`src/rtl/ro_heater_scheduler.sv`:
```
// ============================================================================
// Module   : ro_heater_scheduler
// Brief    : Staggered ramp-up / hold / ramp-down sequencer for RO heater banks,
//            commanded by one AXI-Stream word. Optional HOLD duty gating is
//            enabled by defining RO_HEATER_SCHED_DUTY_EN.
// Revision : 1.0 - initial release
// ============================================================================
`default_nettype none

module ro_heater_scheduler #(
    parameter int NUM_HEATERS  = 5,
    parameter int C_DATA_WIDTH = 32,
    parameter int RAMP_STEP    = 256
) (
    input  logic                    clk,
    input  logic                    rst,
    input  logic                    s_tvalid,
    output logic                    s_tready,
    input  logic [C_DATA_WIDTH-1:0] s_tdata,
    input  logic                    abort,
    input  logic [15:0]             duty_on_cycles,
    input  logic [15:0]             duty_off_cycles,
    output logic [NUM_HEATERS-1:0]  heater_enable,
    output logic [4:0]              active_level,
    output logic                    busy,
    output logic                    done
);

    localparam int                     c_STEP_W    = (RAMP_STEP > 1) ? $clog2(RAMP_STEP) : 1;
    localparam logic [c_STEP_W-1:0]    c_STEP_LAST = c_STEP_W'(RAMP_STEP - 1);
    localparam logic [7:0]             c_NUM_H8    = 8'(NUM_HEATERS);
    localparam logic [4:0]             c_NUM_H5    = 5'(NUM_HEATERS);
    localparam logic [NUM_HEATERS-1:0] c_ALL       = {NUM_HEATERS{1'b1}};

    typedef enum logic [1:0] {
        ST_IDLE      = 2'd0,
        ST_RAMP_UP   = 2'd1,
        ST_HOLD      = 2'd2,
        ST_RAMP_DOWN = 2'd3
    } state_t;

    state_t              r_state, w_state_nxt;
    logic [4:0]          r_level, w_level_nxt;
    logic [4:0]          r_tgt,   w_tgt_nxt;
    logic [c_STEP_W-1:0] r_step,  w_step_nxt;
    logic [23:0]         r_dur,   w_dur_nxt;
    logic                r_done,  w_done_nxt;
    logic                r_busy;

    logic                w_accept;
    logic [4:0]          w_cmd_lvl;
    logic                w_step_wrap;
    logic [c_STEP_W-1:0] w_step_inc;
    logic                w_hold_entry;
    logic                w_gate;
    logic [NUM_HEATERS-1:0] w_pattern;

    assign s_tready    = (r_state == ST_IDLE) && !rst;
    assign w_accept    = s_tvalid && s_tready;
    assign w_cmd_lvl   = (s_tdata[7:0] > c_NUM_H8) ? c_NUM_H5 : s_tdata[4:0];
    assign w_step_wrap = (r_step == c_STEP_LAST);
    assign w_step_inc  = w_step_wrap ? '0 : r_step + c_STEP_W'(1);
    assign w_hold_entry = (r_state == ST_RAMP_UP) && !abort && (r_level == r_tgt);

    always_comb begin
        w_state_nxt = r_state;
        w_level_nxt = r_level;
        w_tgt_nxt   = r_tgt;
        w_step_nxt  = r_step;
        w_dur_nxt   = r_dur;
        w_done_nxt  = 1'b0;
        case (r_state)
            ST_IDLE: begin
                if (w_accept) begin
                    w_dur_nxt  = s_tdata[31:8];
                    w_step_nxt = '0;
                    if (w_cmd_lvl == 5'd0) begin
                        w_done_nxt = 1'b1;
                    end else begin
                        w_state_nxt = ST_RAMP_UP;
                        w_level_nxt = 5'd1;
                        w_tgt_nxt   = w_cmd_lvl;
                    end
                end
            end
            ST_RAMP_UP: begin
                if (abort) begin
                    w_state_nxt = ST_RAMP_DOWN;
                    w_step_nxt  = '0;
                end else if (r_level == r_tgt) begin
                    w_state_nxt = ST_HOLD;
                    w_step_nxt  = '0;
                end else begin
                    w_step_nxt = w_step_inc;
                    if (w_step_wrap) begin
                        w_level_nxt = r_level + 5'd1;
                    end
                end
            end
            ST_HOLD: begin
                // A zero duration holds until abort.
                if (abort || (r_dur == 24'd1)) begin
                    w_state_nxt = ST_RAMP_DOWN;
                    w_step_nxt  = '0;
                end else if (r_dur != 24'd0) begin
                    w_dur_nxt = r_dur - 24'd1;
                end
            end
            ST_RAMP_DOWN: begin
                // Step count 0 marks a drop, so the first edge in state drops a bank.
                w_step_nxt = w_step_inc;
                if (r_step == '0) begin
                    w_level_nxt = r_level - 5'd1;
                    if (r_level == 5'd1) begin
                        w_state_nxt = ST_IDLE;
                        w_done_nxt  = 1'b1;
                        w_step_nxt  = '0;
                    end
                end
            end
            default: begin
                w_state_nxt = ST_IDLE;
            end
        endcase
    end

    always_ff @(posedge clk or posedge rst) begin
        if (rst) begin
            r_state <= ST_IDLE;
            r_level <= 5'd0;
            r_tgt   <= 5'd0;
            r_step  <= '0;
            r_dur   <= 24'd0;
            r_done  <= 1'b0;
            r_busy  <= 1'b0;
        end else begin
            r_state <= w_state_nxt;
            r_level <= w_level_nxt;
            r_tgt   <= w_tgt_nxt;
            r_step  <= w_step_nxt;
            r_dur   <= w_dur_nxt;
            r_done  <= w_done_nxt;
            r_busy  <= (w_state_nxt != ST_IDLE);
        end
    end

`ifdef RO_HEATER_SCHED_DUTY_EN
    logic [15:0] r_on_len,   w_on_len_nxt;
    logic [15:0] r_off_len,  w_off_len_nxt;
    logic [15:0] r_duty_cnt, w_duty_cnt_nxt;
    logic        r_duty_off, w_duty_off_nxt;
    logic [16:0] w_cnt_p1;

    assign w_cnt_p1 = {1'b0, r_duty_cnt} + 17'd1;

    always_comb begin
        w_on_len_nxt   = r_on_len;
        w_off_len_nxt  = r_off_len;
        w_duty_cnt_nxt = r_duty_cnt;
        w_duty_off_nxt = r_duty_off;
        if (w_hold_entry) begin
            w_on_len_nxt   = duty_on_cycles;
            w_off_len_nxt  = duty_off_cycles;
            w_duty_cnt_nxt = 16'd0;
            w_duty_off_nxt = 1'b0;
        end else if ((r_state == ST_HOLD) && (r_off_len != 16'd0)) begin
            if (w_cnt_p1 >= {1'b0, (r_duty_off ? r_off_len : r_on_len)}) begin
                w_duty_cnt_nxt = 16'd0;
                w_duty_off_nxt = !r_duty_off;
            end else begin
                w_duty_cnt_nxt = w_cnt_p1[15:0];
            end
        end
    end

    always_ff @(posedge clk or posedge rst) begin
        if (rst) begin
            r_on_len   <= 16'd0;
            r_off_len  <= 16'd0;
            r_duty_cnt <= 16'd0;
            r_duty_off <= 1'b0;
        end else begin
            r_on_len   <= w_on_len_nxt;
            r_off_len  <= w_off_len_nxt;
            r_duty_cnt <= w_duty_cnt_nxt;
            r_duty_off <= w_duty_off_nxt;
        end
    end

    // Gating applies only inside HOLD, so leaving HOLD mid off-phase restores the banks.
    assign w_gate = (r_state == ST_HOLD) && r_duty_off;
`else
    logic w_unused_duty;
    assign w_unused_duty = ^{duty_on_cycles, duty_off_cycles, w_hold_entry};
    assign w_gate        = 1'b0;
`endif

    assign w_pattern     = ~(c_ALL >> r_level);
    assign heater_enable = w_pattern & ~{NUM_HEATERS{w_gate}};
    assign active_level  = r_level;
    assign busy          = r_busy;
    assign done          = r_done;

endmodule

`default_nettype wire
```
`config.mk`:
```
export PLATFORM = sky130hd
export DESIGN_NAME = ro_heater_scheduler
export DESIGN_NICKNAME = d
export VERILOG_FILES = /design/src/rtl/ro_heater_scheduler.sv
export SDC_FILE = /design/constraint.sdc
export NUM_CORES = 1
export LEC_CHECK = 0
export ABC_AREA = 1
export BUFFER_PORTS_ARGS = -buffer_cell sky130_fd_sc_hd__buf_2
export CAP_MARGIN = 15
export CORE_AREA = 2 2 95 79
export CTS_CLUSTER_SIZE = 28
export DETAILED_ROUTE_END_ITERATION = 7
export DIE_AREA = 0 0 97 81
export GPL_TIMING_DRIVEN = 0
export PLACE_DENSITY = 0.85
export SYNTH_ARGS = -nofsm -noshare
export SYNTH_HDL_FRONTEND = slang
export SYNTH_SLANG_ARGS = --single-unit
```
`constraint.sdc`:
```
create_clock -name clk -period 1.9 [get_ports clk]
set_clock_uncertainty 0.1 [all_clocks]
set_input_delay 0.285 -clock clk [delete_from_list [all_inputs] [get_ports clk]]
set_output_delay 0.285 -clock clk [all_outputs]
set_load 0.1 [all_outputs]
```
==> results of run 1 <==
## stage by stage
| step | instances | area [um^2] |
|---|---|---|
| after floorplan | 579 | 3820 |
| after global placement | 717 | 4180 |
| after detailed placement | 718 | 4200 |
| after CTS | 729 | 4380 |
| after global routing | 759 | 4780 |
| final | 759 | 4780 |
## kinds of logic (layout without fill, tap and decap cells)
kind of cell             count (synthesis)  in the layout
AND/OR/NAND/NOR                        339            340
buffers and inverters                   98            187
AO/OA/AOI/OAI                           79             79
flip-flops                              46             46
adder cells (fa/ha/maj)                 12             12
XOR/XNOR                                 5              5
## state kept, by name, indices dropped and copies added, names as in the netlist
signal and flops:
active_level 5, busy 1, done 1, r_dur 24, r_state 2, r_step 8, r_tgt 5
## worst max path at each step
stage / from / end
6_report: active_level[4] / heater_enable[0]
3_5_place_dp: r_state[0] / busy
5_1_grt: r_dur[9] / r_dur[13]
2_1_floorplan: active_level[4] / heater_enable[0]
4_1_cts: active_level[4] / heater_enable[0]
3_3_place_gp: rst / active_level[2]
## layout by cell type, fill, tap and decap left out, types with 3 or more instances in the layout
cell type	netlist	routed
inv_2	2	13
nor2_2	5	14
clkinvlp_4	0	3
dfrtp_2	0	8
buf_6	5	7
nor2_1	74	56
dfrtp_1	46	35
o21ai_2	18	20
o21ai_1	0	11
buf_8	0	3
nand2_1	198	182
nor2_4	2	11
buf_12	0	5
nand3_2	3	6
nand2_2	3	16
a21oi_1	7	7
inv_4	0	3
o21ai_0	40	26
xor2_1	3	3
dfrtp_4	0	3
inv_1	81	64
o21bai_1	3	3
buf_2	3	46
clkbuf_8	0	5
buf_4	2	32
ha_1	12	10
nand4_1	13	13
a31oi_1	5	4
nand3_1	37	35
## area by class of cell
| type | instances | area [um^2] | share of cell area |
|---|---|---|---|
| clock inverter | 1 | 30.0 | 0.00628 |
| buffer | 12 | 121 | 0.0254 |
| clock buffer | 7 | 76.3 | 0.0160 |
| tap | 90 | 113 | 0.0235 |
| multi-input combinational | 436 | 2350 | 0.491 |
| sequential | 46 | 1170 | 0.245 |
| timing repair buffer | 83 | 588 | 0.123 |
| inverter | 84 | 334 | 0.0699 |
## power by group through the flow
stage	Sequential [uW]	Clock, uW	Combinational (uW)
finish	1900	746	5940
global route	1950	794	6410
CTS	1800	753	4940
detailed placement	1800	0	4770
global placement	1790	0	4610
floorplan	2030	0	3570
## per-layer routing
layer / up-vias / part of all wire / GRT usage
li1: 2003 / - / -
met1: 1938 / 0.40 / 0.337
met2: 241 / 0.48 / 0.420
met3: 47 / 0.085 / 0.0491
met4: 0 / 0.032 / 0.0887
met5: - / 0 / 0
## worst min-delay path, delay by kind of cell
kind	cells	cell delay, ns
buf+inv	1	0.09
compound gates	1	0.08
simple gates	1	0.06
## what timing repair did
action	in CTS	in global routing
gates cloned	0	1
pin swaps	1	11
endpoints found under the hold margin	17	0
buffers inserted	4	29
setup endpoints to repair	38	45
hold buffers	1	0
gates resized for setup	18	60
==> flow_summary.yaml, run 1 <==
pwr:
  swShare: 0.547
  pwr-share-comb: 0.692
  p_per_area_nw_per_um2: 1800
  p_int_uw: 3890
  p_sw_uw: 4700
  total_power_uw: 8590
  max-vdd-ir-drop_mv: 0.984
  p_leak_uw: 0.00244
  p_clk_frac: 0.087
  seqPwrFrac: 0.221
detailed_routing:
  first_iter_violations: 374
  wl_um: 11000
  post_drt_wl_per_cell_um: 14.5
  ant_nets: 0
  dr.pass1.iters: 5
  via_per_inst: 5.57
  dr_total_vias: 4229
  drc: 0
worst_setup_path:
  slowest_stage: "dfrtp_4"
  reg2regPathDepth: 12
  cp_max_fo: 4
  cp_num_cells: 5
  worst_setup_path_start_kind: "register"
  required_ns: 1.51
  timing.critical_path.mode_cell: "clkinvlp_4"
  r2r_end: "r_dur[5]"
  end_kind: "output pin"
  crit_buf_inv: 3
  path_delay_family: "buffers and inverters"
  crit_chain: "clkinvlp_4, nand2_8, clkinvlp_4, a31oi_4, buf_12"
  crit_path_max_incr_delay_ns: 0.44
  reg2reg_from: "r_dur[9]"
  cp.arrival_ns: 1.53
  crit_type: "register to output pin"
  r2r_setup_slack_ns: -0.01
sta:
  max_freq_mhz: 521
  fin_setup_tns_ns: -0.0277
  finalSetupViolCount: 3
  timing.final.crit_period_ns: 1.92
  rsz0062_at_grt: "true"
  drv_slew: 0
  layout_setup_ws_ns: -0.0189
  worstMarginPinSlew_ns: 0.500
  finalCritPeriodShare: 1.01
  hold_ws_ns: 0.137
  slew_headroom: 0.669
  finalHoldViolCount: 0
clock_network:
  cts_sinks: 46
  clkLatencyLatePin_ns: 0.30
  cts_buffer_depth: 2
  ctsRootBufferMaster: "clkbuf_8"
  cts-htree-levels: 2
  cts_buffers: 5
  cts_tree: "done"
  clkTransAtPathRegs_ns: 0.09
yosys:
  synth.most_common_cell: "nand2_1"
  synth.avg_cell_area_um2: 6.37
  synth-simple-area-share: 0.386
  yosysTopAreaCell: "dfrtp_1"
  synth_xor_area_frac: 0.0119
  synth_compound_area_frac: 0.136
  yosys-top-cells-count: "nand2_1 (198), inv_1 (81), nor2_1 (74)"
  synth_mux_area_frac: 0
  ys.flop_type: "dfrtp_1"
  async_flop_share: 1.00
  synthAdderAreaFrac: 0.0407
  synth-seq-cells: 46
  syn-cell-area_um2: 3690
  synth_edf_count: 0
  yosysSeqAreaShare: 0.312
  synth_area_leaders: "dfrtp_1 (31%), nand2_1 (20%), inv_1 (8.2%)"
  synth.top_cell.area_share: 0.312
  synth_cell_types: 33
  syn_nets: 659
  synth_top_family_by_area: "simple AND/OR/NAND/NOR gates"
  synth_cells: 579
  ys_warn_count: 0
status:
  status: "complete, but fails checks"
  failed_checks: "negative setup slack"
final_layout:
  drive_above_1_share: 0.312
  fin_util: 0.679
  fillers: 503
  synthToLayoutAreaGrowth_pct: 29.7
  n_antenna_cell: 0
  fin_nets: 748
grt:
  grt_pass1_wl_um: 16500
  grt_overflow: 0
  grt_usage: 0.254
  antenna_found_initial: 0
  grt_max_degree: 30
  grt_pass1_vias: 3728
floorplan:
  fp.dieArea_um2: 7860
  coreArea_um2: 7040
  die_x_um: 97
  fp-row-count: 28
  initial_core_util: 0.524
  die_h_um: 81
  io_pins: 81
worst_hold_path:
  min_to: "r_tgt[0]"
  hold_class: "primary input to register"
  min_from: "s_tdata[0]"
  hold_depth: 3
job:
  cap_violations: 0
placed_design:
  hpwl_um: 7150
  pre_cts_ws_ns: -0.286
  gp_congestion: 0.930
  portBuffers: 48
Power figures use the tool's default switching activity.
==> run 2: changes to the inputs <==
CORE_AREA = 2 2 100 82   (was 2 2 95 79)
DIE_AREA = 0 0 102 84   (was 0 0 97 81)
PLACE_DENSITY = 0.82   (was 0.85)
clock period = 1.6 ns   (was 1.9 ns; I/O delays follow)
==> flow_summary.yaml, run 2 (synthesis results as in run 1) <==
sta:
  max_freq_mhz: 478
  rsz0062_at_grt: "true"
  worstMarginPinSlew_ns: 0.494
  finalHoldViolCount: 0
  finalSetupViolCount: 53
  timing.final.crit_period_ns: 2.09
  drv_slew: 0
  finalCritPeriodShare: 1.31
  layout_setup_ws_ns: -0.493
  hold_ws_ns: 0.0599
  slew_headroom: 0.673
pwr:
  max-vdd-ir-drop_mv: 1.38
  total_power_uw: 13200
  p_leak_uw: 0.00282
  p_per_area_nw_per_um2: 2340
clock_network:
  cts_buffers: 5
  cts_sinks: 46
  clkLatencyLatePin_ns: 0.31
  clkTransAtPathRegs_ns: 0.11
  cts-htree-levels: 2
  ctsRootBufferMaster: "clkbuf_8"
  cts_buffer_depth: 2
  cts_tree: "done"
worst_setup_path:
  crit_type: "register to register"
  end_kind: "register"
  worst_setup_path_start_kind: "register"
  cp.arrival_ns: 2.20
  required_ns: 1.71
  cp_max_fo: 4
floorplan:
  io_pins: 81
  fp-row-count: 29
  die_h_um: 84
  coreArea_um2: 7690
  die_x_um: 102
  initial_core_util: 0.479
  fp.dieArea_um2: 8570
detailed_routing:
  dr.pass1.iters: 8
  post_drt_wl_per_cell_um: 21.1
  first_iter_violations: 1029
  via_per_inst: 6.35
  dr_total_vias: 5175
  ant_nets: 0
  drc: 1
  wl_um: 17200
final_layout:
  synthToLayoutAreaGrowth_pct: 53.3
  largest_reg_flops: 24
  drive_above_1_share: 0.440
  layout.cells.most_common: "nand2_1"
  final_cell_mix: "nand2_1 (154), inv_1 (61), buf_4 (59), nor2_1 (43), buf_2 (40)"
  n_antenna_cell: 0
  fin_nets: 786
  largest-register: "r_dur"
  finalNonFillerCells: 815
  reg_top3: "r_dur (24), r_step (8)"
placed_design:
  place_inst: 736
  portBuffers: 48
  gp_congestion: 0.969
  hpwl_um: 7400
grt:
  grt_pass1_vias: 4704
  antenna_found_initial: 1
  grt_overflow: 0
  grt_usage: 0.334
  grt_max_degree: 36
  grt_pass1_wl_um: 22700
status:
  status: "complete, but fails checks"
  failed_checks: "design-rule violations, negative setup slack"
job:
  cap_violations: 0
worst_hold_path:
  hold_class: "primary input to register"
-- run 2: changes by cell type in the layout (fill, tap and decap cells not counted), moves of 6 or more --
cell / change
o21ai_0: -10
buf_12: +6
nand2_1: -28
o21ai_2: +7
buf_2: -6
nor2_2: +9
nand2_4: +10
nand2_2: +17
buf_4: +27
nor2_1: -13
buf_6: +9
-- run 2: where the power goes --
group          internal (uW)  total, uW  switching, uW
clock                    668       1130            465
sequential              1640       2270            628
combinational           3650       9830           6170
total                   5960      13200           7270
-- run 2: area by class of cell --
type,count,area [um^2]
Clock buffer,6,82.6
Tap cell,108,135
Timing Repair Buffer,121,1020
Fill cell,490,2040
Sequential cell,46,1170
Clock inverter,2,60.1
Inverter,84,355
Multi-Input combinational cell,436,2670
Buffer,12,158
-- run 2: critical path: stages (launching register included) --
cell	delay, ns
dfrtp_1	0.48
buf_4	0.19
nor2_2	0.20
nand2_2	0.12
nor2_4	0.16
nand3_1	0.20
nor2_1	0.18
nand2_1	0.06
nand3_1	0.09
nand2_1	0.08
nand2_2	0.08
nand2_1	0.05
-- run 2: per-layer routing --
layer	wire length [um]	track usage	up-vias
met5	20	0	-
met2	7350	0.516	593
li1	-	-	2078
met1	5920	0.418	2287
met3	2340	0.0930	215
met4	1580	0.184	2
-- run 2: stage by stage --
| step | util | worst slack, ns | cell area (um^2) | setup TNS [ns] |
|---|---|---|---|---|
| floorplan | - | -0.636 | 3820 | -24.45 |
| global placement | 0.546 | -0.847 | 4200 | -45.22 |
| detailed placement | 0.549 | -0.671 | 4220 | -19.33 |
| CTS | 0.686 | -0.250 | 5280 | -7.14 |
| global route | 0.735 | -0.588 | 5650 | -19.12 |
| finish | 0.735 | -0.493 | 5650 | -14.16 |
-- run 2: worst paths after layout --
check / slack (ns) / endpoint / startpoint / cells after the start
max in group asynchronous: 0.48 / active_level[2] / rst / 4
setup / recovery: -0.49 / r_dur[23] / r_dur[9] / 11
min in group asynchronous: 0.38 / r_dur[11] / rst / 3
hold / removal: 0.06 / r_tgt[0] / s_tdata[0] / 3
hold reg to reg: 0.45 / r_tgt[0] / r_tgt[0] / 2
setup reg to reg: -0.49 / r_dur[23] / r_dur[9] / 11
-- run 2: repair_timing --
item,4_1_cts,5_1_grt
pin swaps,16,30
gates resized for setup,130,88
hold buffers,1,0
endpoints found under the hold margin,11,0
setup buffers,56,13
setup endpoints to repair,47,53
cloned,5,0
